===== config.mk =====
export PLATFORM = sky130hd
export DESIGN_NAME = ct_fcnvt_i2f_vec_pipe_flat
export DESIGN_NICKNAME = d
export VERILOG_FILES = /design/src/rtl/ct_fcnvt_i2f_vec_pipe_if.sv /design/src/rtl/ct_fcnvt_i2f_vec_pipe.sv /design/src/flat_wrapper.sv
export SDC_FILE = /design/constraint.sdc
export NUM_CORES = 1
export LEC_CHECK = 0
export ABC_CLOCK_PERIOD_IN_PS = 33900
export BUFFER_PORTS_ARGS = -buffer_cell sky130_fd_sc_hd__buf_4
export CAP_MARGIN = 20
export CORE_MARGIN = 2
export CORE_UTILIZATION = 55
export CTS_BUF_LIST = sky130_fd_sc_hd__clkbuf_4
export CTS_CLUSTER_SIZE = 24
export DETAILED_ROUTE_END_ITERATION = 6
export PLACE_DENSITY = 0.84
export SYNTH_ARGS = -nofsm -noshare
export SYNTH_HDL_FRONTEND = slang
export SYNTH_SLANG_ARGS = --single-unit

===== constraint.sdc =====
create_clock -name forever_cpuclk -period 33.9 [get_ports forever_cpuclk]
set_clock_uncertainty 0.2 [all_clocks]
set_input_delay 6.78 -clock forever_cpuclk [delete_from_list [all_inputs] [get_ports forever_cpuclk]]
set_output_delay 6.78 -clock forever_cpuclk [all_outputs]
set_load 0.05 [all_outputs]

===== src/rtl/ct_fcnvt_i2f_vec_pipe_if.sv =====
// Handshake/data bundle for ct_fcnvt_i2f_vec_pipe.
// master drives beats and out_rdy; slave is the converter.
// The master and slave modports gain in_uns when FCNVT_UNSIGNED_EN is defined.
interface ct_fcnvt_i2f_vec_pipe_if #(
    parameter int LANES = 4,
    parameter int INT_W = 32
);
    logic                   in_vld;
    logic                   in_rdy;
    logic [LANES*INT_W-1:0] in_src;
    logic [LANES-1:0]       in_mask;
    logic [2:0]             in_rm;
`ifdef FCNVT_UNSIGNED_EN
    logic                   in_uns;
`endif
    logic                   out_vld;
    logic                   out_rdy;
    logic [LANES*32-1:0]    out_result;
    logic [4:0]             out_expt;

    modport master (
        output in_vld, in_src, in_mask, in_rm,
`ifdef FCNVT_UNSIGNED_EN
        output in_uns,
`endif
        output out_rdy,
        input  in_rdy, out_vld, out_result, out_expt
    );

    modport slave (
        input  in_vld, in_src, in_mask, in_rm,
`ifdef FCNVT_UNSIGNED_EN
        input  in_uns,
`endif
        input  out_rdy,
        output in_rdy, out_vld, out_result, out_expt
    );
endinterface


===== src/rtl/ct_fcnvt_i2f_vec_pipe.sv =====
// LANES x INT_W integer to binary32 converter, 3-stage EX1/EX2/EX3 pipe.
// Ports: forever_cpuclk; cpurst (sync, active high); flush; vfpu_yy_xx_rm
//   (dynamic rm); io (slave): in_vld/in_rdy/in_src/in_mask/in_rm, out_vld/
//   out_rdy/out_result/out_expt {NV,DZ,OF,UF,NX}.
// Macro FCNVT_UNSIGNED_EN adds io.in_uns (treat operands as unsigned).
module ct_fcnvt_i2f_vec_pipe #(
    parameter int LANES = 4,
    parameter int INT_W = 32
) (
    input  logic                      forever_cpuclk,
    input  logic                      cpurst,
    input  logic                      flush,
    input  logic [2:0]                vfpu_yy_xx_rm,
    ct_fcnvt_i2f_vec_pipe_if.slave    io
);
    localparam int MW = INT_W + 1;

    logic ex1_adv, ex2_adv, ex3_adv, acc;
    logic ex1_vld_q, ex1_vld_d, ex2_vld_q, ex2_vld_d, ex3_vld_q, ex3_vld_d;

    logic [2:0]       ex1_rm_q, ex1_rm_d;
    logic [LANES-1:0] ex1_mask_q, ex1_mask_d, ex1_sign_q, ex1_sign_d;
    logic [MW-1:0]    ex1_mag_q [LANES];
    logic [MW-1:0]    ex1_mag_d [LANES];

    logic [2:0]       ex2_rm_q, ex2_rm_d;
    logic [LANES-1:0] ex2_mask_q, ex2_mask_d, ex2_sign_q, ex2_sign_d;
    logic [31:0]      ex2_norm_q [LANES];
    logic [31:0]      ex2_norm_d [LANES];
    logic [7:0]       ex2_exp_q [LANES];
    logic [7:0]       ex2_exp_d [LANES];

    logic [LANES*32-1:0] ex3_result_q, ex3_result_d;
    logic [4:0]          ex3_expt_q, ex3_expt_d;

    assign ex3_adv = !ex3_vld_q || io.out_rdy;
    assign ex2_adv = !ex2_vld_q || ex3_adv;
    assign ex1_adv = !ex1_vld_q || ex2_adv;
    assign acc     = io.in_vld && ex1_adv && !flush;

    assign io.in_rdy     = ex1_adv;
    assign io.out_vld    = ex3_vld_q;
    assign io.out_result = ex3_result_q;
    assign io.out_expt   = ex3_expt_q;

    always_comb begin
        ex1_vld_d = ex1_vld_q;
        ex2_vld_d = ex2_vld_q;
        ex3_vld_d = ex3_vld_q;
        if (flush) begin
            ex1_vld_d = 1'b0;
            ex2_vld_d = 1'b0;
            ex3_vld_d = 1'b0;
        end else begin
            if (ex1_adv) ex1_vld_d = io.in_vld;
            if (ex2_adv) ex2_vld_d = ex1_vld_q;
            if (ex3_adv) ex3_vld_d = ex2_vld_q;
        end
    end

    // EX1: resolve rm, split sign and magnitude (one extra bit for INT_MIN)
    always_comb begin
        logic [INT_W-1:0] src;
        logic             neg;
        src        = '0;
        neg        = 1'b0;
        ex1_rm_d   = (io.in_rm == 3'b111) ? vfpu_yy_xx_rm : io.in_rm;
        ex1_mask_d = io.in_mask;
        ex1_sign_d = '0;
        for (int l = 0; l < LANES; l++) begin
            src = io.in_src[l*INT_W +: INT_W];
            neg = src[INT_W-1];
`ifdef FCNVT_UNSIGNED_EN
            neg = neg && !io.in_uns;
`endif
            ex1_sign_d[l] = neg;
            ex1_mag_d[l]  = neg ? ({MW{1'b0}} - {src[INT_W-1], src})
                                : {1'b0, src};
        end
    end

    // EX2: find leading one, shift it to bit 31
    always_comb begin
        logic [31:0] m;
        logic [4:0]  msb;
        m          = '0;
        msb        = '0;
        ex2_rm_d   = ex1_rm_q;
        ex2_mask_d = ex1_mask_q;
        ex2_sign_d = ex1_sign_q;
        for (int l = 0; l < LANES; l++) begin
            m   = 32'(ex1_mag_q[l]);
            msb = '0;
            for (int i = 0; i < 32; i++) begin
                if (m[i]) msb = 5'(i);
            end
            ex2_norm_d[l] = m << (5'd31 - msb);
            ex2_exp_d[l]  = 8'd127 + {3'b000, msb};
        end
    end

    // EX3: round at bit 8; a carry out of the fraction ripples into exp
    always_comb begin
        logic        g, st, nx, inc, rsv, sgn;
        logic [30:0] mag;
        g            = 1'b0;
        st           = 1'b0;
        nx           = 1'b0;
        inc          = 1'b0;
        sgn          = 1'b0;
        mag          = '0;
        rsv          = (ex2_rm_q == 3'b101) || (ex2_rm_q == 3'b110);
        ex3_result_d = '0;
        ex3_expt_d   = '0;
        for (int l = 0; l < LANES; l++) begin
            sgn = ex2_sign_q[l];
            g   = ex2_norm_q[l][7];
            st  = |ex2_norm_q[l][6:0];
            nx  = g || st;
            case (ex2_rm_q)
                3'b000:  inc = g && (st || ex2_norm_q[l][8]);
                3'b010:  inc = sgn && nx;
                3'b011:  inc = !sgn && nx;
                3'b100:  inc = g;
                default: inc = 1'b0;
            endcase
            mag = {ex2_exp_q[l], ex2_norm_q[l][30:8]} + {30'b0, inc};
            if (ex2_mask_q[l]) begin
                if (rsv) begin
                    ex3_expt_d[4] = 1'b1;
                end else if (ex2_norm_q[l][31]) begin
                    ex3_result_d[l*32 +: 32] = {sgn, mag};
                    ex3_expt_d[0] = ex3_expt_d[0] || nx;
                end
            end
        end
    end

    always_ff @(posedge forever_cpuclk) begin
        if (cpurst) begin
            ex1_vld_q    <= 1'b0;
            ex2_vld_q    <= 1'b0;
            ex3_vld_q    <= 1'b0;
            ex3_result_q <= '0;
            ex3_expt_q   <= '0;
        end else begin
            ex1_vld_q <= ex1_vld_d;
            ex2_vld_q <= ex2_vld_d;
            ex3_vld_q <= ex3_vld_d;
            if (ex3_adv && ex2_vld_q) begin
                ex3_result_q <= ex3_result_d;
                ex3_expt_q   <= ex3_expt_d;
            end
        end
    end

    always_ff @(posedge forever_cpuclk) begin
        if (acc) begin
            ex1_rm_q   <= ex1_rm_d;
            ex1_mask_q <= ex1_mask_d;
            ex1_sign_q <= ex1_sign_d;
            for (int l = 0; l < LANES; l++) ex1_mag_q[l] <= ex1_mag_d[l];
        end
        if (ex2_adv && ex1_vld_q) begin
            ex2_rm_q   <= ex2_rm_d;
            ex2_mask_q <= ex2_mask_d;
            ex2_sign_q <= ex2_sign_d;
            for (int l = 0; l < LANES; l++) begin
                ex2_norm_q[l] <= ex2_norm_d[l];
                ex2_exp_q[l]  <= ex2_exp_d[l];
            end
        end
    end
endmodule


===== src/flat_wrapper.sv =====
// flat-port wrapper written by rule: the top's interface ports become plain ports
module ct_fcnvt_i2f_vec_pipe_flat 
#(
    parameter int LANES = 4,
    parameter int INT_W = 32
)
  (forever_cpuclk, cpurst, flush, vfpu_yy_xx_rm, io_in_vld, io_in_src, io_in_mask, io_in_rm, io_out_rdy, io_in_rdy, io_out_vld, io_out_result, io_out_expt);
  ct_fcnvt_i2f_vec_pipe_if #(.LANES(LANES), .INT_W(INT_W)) io_i ();
  input  logic forever_cpuclk;
  input  logic cpurst;
  input  logic flush;
  input  logic [2:0] vfpu_yy_xx_rm;
  input wire logic [$bits(io_i.in_vld)-1:0] io_in_vld;
  input wire logic [$bits(io_i.in_src)-1:0] io_in_src;
  input wire logic [$bits(io_i.in_mask)-1:0] io_in_mask;
  input wire logic [$bits(io_i.in_rm)-1:0] io_in_rm;
  input wire logic [$bits(io_i.out_rdy)-1:0] io_out_rdy;
  output wire logic [$bits(io_i.in_rdy)-1:0] io_in_rdy;
  output wire logic [$bits(io_i.out_vld)-1:0] io_out_vld;
  output wire logic [$bits(io_i.out_result)-1:0] io_out_result;
  output wire logic [$bits(io_i.out_expt)-1:0] io_out_expt;
  assign io_i.in_vld = io_in_vld;
  assign io_i.in_src = io_in_src;
  assign io_i.in_mask = io_in_mask;
  assign io_i.in_rm = io_in_rm;
  assign io_i.out_rdy = io_out_rdy;
  assign io_in_rdy = io_i.in_rdy;
  assign io_out_vld = io_i.out_vld;
  assign io_out_result = io_i.out_result;
  assign io_out_expt = io_i.out_expt;
  ct_fcnvt_i2f_vec_pipe #(.LANES(LANES), .INT_W(INT_W)) u_core (.forever_cpuclk(forever_cpuclk), .cpurst(cpurst), .flush(flush), .vfpu_yy_xx_rm(vfpu_yy_xx_rm), .io(io_i));
endmodule

## Yosys cells after proc, flatten, opt, wreduce, memory -nomap -nowiden

Memories as Yosys holds them, arrays and structs flattened.
Cells that the tools add are included.

| word-level totals | value |
|---|---|
| register bits after elaboration | 155 |
| memory bits (writable) | 292 |
| output and inout port bits | 135 |
| logic and storage cells | 254 |
| memories | 3 |

| operators by class | value |
|---|---|
| add/sub/neg operators | 16 |
| eq/ne operators | 6 |
| shift-type cells | 4 |
| multiplexer cells | 169 |
| reduce and logical (&&, ||, !) cells | 45 |

Memories:

| name | depth | width | read ports | clocked after memory_dff | wr ports | RTL line | RTL |
|---|---|---|---|---|---|---|---|
| u_core.ex1_mag_q | 4 | 33 | 4 | 0 | 4 | ct_fcnvt_i2f_vec_pipe.sv:23 | `logic [MW-1:0] ex1_mag_q [LANES];` |
| u_core.ex2_norm_q | 4 | 32 | 4 | 0 | 4 | ct_fcnvt_i2f_vec_pipe.sv:28 | `logic [31:0] ex2_norm_q [LANES];` |
| u_core.ex2_exp_q | 4 | 8 | 4 | 0 | 4 | ct_fcnvt_i2f_vec_pipe.sv:30 | `logic [7:0] ex2_exp_q [LANES];` |

Operator list:

| operator | count |
|---|---|
| two-way mux 32 bit | 12 |
| two-way mux 5 bit | 64 |
| two-way mux 33 bit | 4 |
| subtractor 1 x 32 -> 33 bit, first input constant | 4 |
| two-way mux 4 bit | 32 |
| left shift 32 x 5 -> 32 bit | 4 |
| adder 31 x 1 -> 31 bit | 4 |
| two-way mux 3 bit | 17 |
| adder 7 x 5 -> 8 bit, first input constant | 4 |
| two-way mux 1 bit | 28 |
| OR reduction 7 bit | 4 |
| subtractor 5 bit, first input constant | 4 |
| logical AND 1 bit | 16 |
| two-way mux 2 bit | 8 |
| one-hot mux 1 bit (4 select lines) | 4 |
| logical OR 1 bit | 15 |
| equality test 3 bit, second input constant | 4 |
| logical NOT 1 bit | 8 |
| equality test 3 x 2 -> 1 bit, second input constant | 2 |
| logical NOT 3 bit | 1 |
| OR reduction 2 bit | 1 |

## Longest topological paths before layout

An unclocked memory read counts as a cell.

| depth | value |
|---|---|
| depth after elaboration | 34 |
| gate-level depth with buffers | 15 |

## Worst setup path before layout

No wires, ideal clock.

| path | value |
|---|---|
| kind | input -> register |
| start point | in io_out_rdy |
| end point | mem u_core.ex2_exp_q[0][0], enable pin |
| setup time | 0.964 ns |
| data arrival time | 19.185 ns |
| slack | 13.551 ns |
| stages | 2 |
| buffers on the path | 0 |
| cell sequence | nor2b_1 a21boi_0 |

RTL lines:

| what | RTL line | RTL |
|---|---|---|
| start: declaration | flat_wrapper.sv:17 | `input wire logic [$bits(io_i.out_rdy)-1:0] io_out_rdy;` |
| end: declaration | ct_fcnvt_i2f_vec_pipe.sv:30 |  |

## Worst setup path in the final report

| path | value |
|---|---|
| start point | in io_out_rdy |
| end point | out io_in_rdy |

| between the ends | value |
|---|---|
| word-level cells in the longest chain between the ends | 3 |

Ends and longest elaborated chain:

| what | RTL line | RTL |
|---|---|---|
| logical OR 1 bit | ct_fcnvt_i2f_vec_pipe.sv:36 | `assign ex3_adv = !ex3_vld_q \|\| io.out_rdy;` |
| logical OR 1 bit | ct_fcnvt_i2f_vec_pipe.sv:37 | `assign ex2_adv = !ex2_vld_q \|\| ex3_adv;` |
| logical OR 1 bit | ct_fcnvt_i2f_vec_pipe.sv:38 | `assign ex1_adv = !ex1_vld_q \|\| ex2_adv;` |
| end: declaration | flat_wrapper.sv:18 | `output wire logic [$bits(io_i.in_rdy)-1:0] io_in_rdy;` |

Every way passes these cells.

==> reports/qor.json <==
{
  "status": {
    "status": "complete, no violations"
  },
  "die": {
    "chip_width_um": 225,
    "die_area_mm2": 0.0506,
    "die_h_um": 225,
    "initial_utilization_pct": 56.0,
    "rows": 80,
    "ios": 278,
    "core_mm2": 0.0479
  },
  "min_path": {
    "hold_path_class": "flop to flop"
  },
  "sta": {
    "fmax_mhz": 67.7,
    "worstMarginPinSlew_ns": 1.09,
    "sum_of_negative_setup_slack_ns": 0,
    "worst_hold_slack_ns": 0.214,
    "timing_max_transition_violations_final": 0,
    "max_slew_margin_vs_limit_pct": 27.6,
    "finalHoldViolCount": 0,
    "report.final.setup_viol": 0,
    "post-route-worst-setup-slack_ns": 19.14,
    "min_period_ns": 14.76,
    "unrepaired_setup_endpoints_after_global_routing": "no",
    "post-route-period-util_pct": 43.6
  },
  "grt": {
    "first_pass_grt_wire_length_mm": 111,
    "vias_in_the_first_global_route": 21800,
    "grt_max_degree": 88,
    "antenna_violations_before_repair": 3,
    "groute.usage.overall_pct": 27.2,
    "gr-total-overflow": 0
  },
  "power_and_ir_drop": {
    "p_leak_uw": 0.0115,
    "vdd.ir_drop.worst_uv": 23.4,
    "power-per-cell-area_mw_per_mm2": 41.6,
    "post-layout-total-power_uw": 1290
  },
  "clocking": {
    "cts_max_level": 3,
    "clock_sinks": 443,
    "cts_tree": "done",
    "clockRootBuffer": "sky130_fd_sc_hd__clkbuf_4",
    "clk_latency_ns": 0.85,
    "clkSlewWorstSetupHoldPaths_ns": 0.06,
    "tritoncts.num_buffers": 110,
    "postCtsSetupBuffers": 0,
    "hold_buffers": 0,
    "resized_after_cts": 0,
    "clock_tree.buffer_depth": 3
  },
  "routing": {
    "drc_errors": 0,
    "dr_total_vias": 22500,
    "dr.first_iter.drc_count": 1569,
    "postRouteWirelength_mm": 70.1,
    "routed_length_per_placed_instance_um": 19.0,
    "first_pass_iters": 6,
    "vias_per_cell": 6.08,
    "drt.antenna.violating_nets": 0
  },
  "yosys": {
    "synth-edff-count": 310,
    "synth-main-ff-cell": "sky130_fd_sc_hd__edfxtp_1",
    "yosysUniqueCellTypes": 74,
    "avgSynthCellArea_um2": 9.89,
    "asyncSetResetFlopFracSynth_pct": 0,
    "syn-instance-count": 2716,
    "post_synth_instance_area_mm2": 0.0268,
    "yosysSeqAreaShare_pct": 44.6,
    "synth-seq-cells": 443,
    "synth.yosys.warnings": 0
  },
  "layout": {
    "post_route_cells_drive_above_1_share_pct": 18.3,
    "final_common_cell": "sky130_fd_sc_hd__edfxtp_1",
    "mostFrequentLayoutCells": "310 x sky130_fd_sc_hd__edfxtp_1, 302 x sky130_fd_sc_hd__buf_4, 298 x sky130_fd_sc_hd__mux2i_1",
    "area_growth_pct": 15.2,
    "nets": 3141
  },
  "critical_path": {
    "end_kind": "output pin",
    "timing.critical_path.cells": "buf_4 > nor2b_1 > and3_1 > inv_1 > buf_4",
    "worstPathArrival_ns": 7.78,
    "crit_path_max_fanout": 5,
    "critical_path_buf_inv_count": 3,
    "slowest_delay_ns": 0.35,
    "criticalPathCategory": "primary input to output pin",
    "crit_slowest_cell": "sky130_fd_sc_hd__nor2b_1",
    "worstPathRequired_ns": 26.92,
    "crit_path_frequent_cell": "sky130_fd_sc_hd__buf_4",
    "timing.critical_path.from_type": "primary input",
    "path_delay_family": "simple AND/OR/NAND/NOR gates"
  },
  "placement": {
    "port_buffer_cells": 274,
    "gp_congestion": 0.942,
    "dp_worst_setup_slack_ns": 19.15,
    "dp_hpwl_mm": 52.3
  },
  "flow_run": {
    "cap_viol_max_count": 0
  }
}
[cells by family after synthesis]
| family | count (synthesis) | share of synthesized area [%] |
|---|---|---|
| adders and majority gates | 16 | 0.746 |
| muxes | 342 | 13.1 |
| buffers and inverters | 201 | 2.89 |
| DFF | 443 | 44.6 |
| xor gates and xnor gates | 245 | 7.99 |
| other | 1 | 0.0140 |
| and+or+nand+nor | 896 | 15.9 |
| AOI/OAI and AO/OA | 572 | 14.7 |
[synthesized netlist by cell type (51+ instances only)]
library cell | number | share of area [%]
sky130_fd_sc_hd__nor2_1 | 281 | 3.9
sky130_fd_sc_hd__o31ai_1 | 51 | 1.4
sky130_fd_sc_hd__dfxtp_1 | 133 | 9.9
sky130_fd_sc_hd__mux2i_1 | 298 | 11
sky130_fd_sc_hd__clkbuf_1 | 127 | 1.8
sky130_fd_sc_hd__a21oi_1 | 85 | 1.6
sky130_fd_sc_hd__o21ai_0 | 111 | 2.1
sky130_fd_sc_hd__nand2_1 | 237 | 3.3
sky130_fd_sc_hd__edfxtp_1 | 310 | 35
sky130_fd_sc_hd__nand3_1 | 67 | 1.2
sky130_fd_sc_hd__a22oi_1 | 92 | 2.6
sky130_fd_sc_hd__xnor2_1 | 200 | 6.5
[registers in the layout (all words and copies together), names as in the netlist]
signal / flops
u_core.ex2_rm_q: 3
u_core.io.out_expt: 2
u_core.ex1_vld_q: 1
u_core.io.out_vld: 1
u_core.ex2_exp_q: 32
u_core.ex1_mask_q: 4
u_core.io.out_result: 128
u_core.ex1_mag_q: 128
u_core.ex1_sign_q: 4
u_core.ex2_norm_q: 128
u_core.ex1_rm_q: 3
u_core.ex2_vld_q: 1
u_core.ex2_sign_q: 4
u_core.ex2_mask_q: 4
[stage by stage]
step	instance area [um2]	cells	utilization, %
6_report	30900	3694	64.5
5_1_grt	30900	3694	64.5
4_1_cts	30900	3687	64.4
3_5_place_dp	29400	3481	61.3
3_3_place_gp	29400	3481	61.3
2_1_floorplan	26900	2718	-
[routing by layer]
layer	share of wire (%)	wire length, um	GRT usage (%)
met2	49	34400	46.1
met4	2.9	2020	11.0
met3	5.9	4100	4.75
met5	0	0	0
met1	42	29600	34.5
[area by class of cell]
cell class / count / area (um2)
Fill cell: 3858 / 17000
Sequential cell: 443 / 12000
Inverter: 48 / 180
Tap cell: 615 / 769
Timing Repair Buffer: 305 / 2310
Antenna cell: 3 / 7.51
Multi-Input combinational cell: 2074 / 14200
Clock buffer: 158 / 1190
Clock inverter: 48 / 275
[worst paths after layout]
kind | startpoint | end | slack (ns) | depth (start not counted)
worst max-delay path | io_out_rdy | io_in_rdy | 19.14 | 5
worst max register to register | u_core.ex2_rm_q[2]$_DFFE_PP_ | u_core.io.out_result[62]$_SDFFE_PP0P_ | 29.81 | 14
worst min-delay path | u_core.ex1_sign_q[0]$_DFFE_PP_ | u_core.ex2_sign_q[0]$_DFFE_PP_ | 0.21 | 0
worst min register to register | u_core.ex1_sign_q[0]$_DFFE_PP_ | u_core.ex2_sign_q[0]$_DFFE_PP_ | 0.21 | 0
[report_power, final]
part | switching, uW | leakage [uW] | internal (uW)
combinational | 115 | 0.00668 | 81.7
clock | 218 | 0.000876 | 239
sequential | 24.5 | 0.00391 | 607
Note: power is estimated with default switching activity, not from simulation.
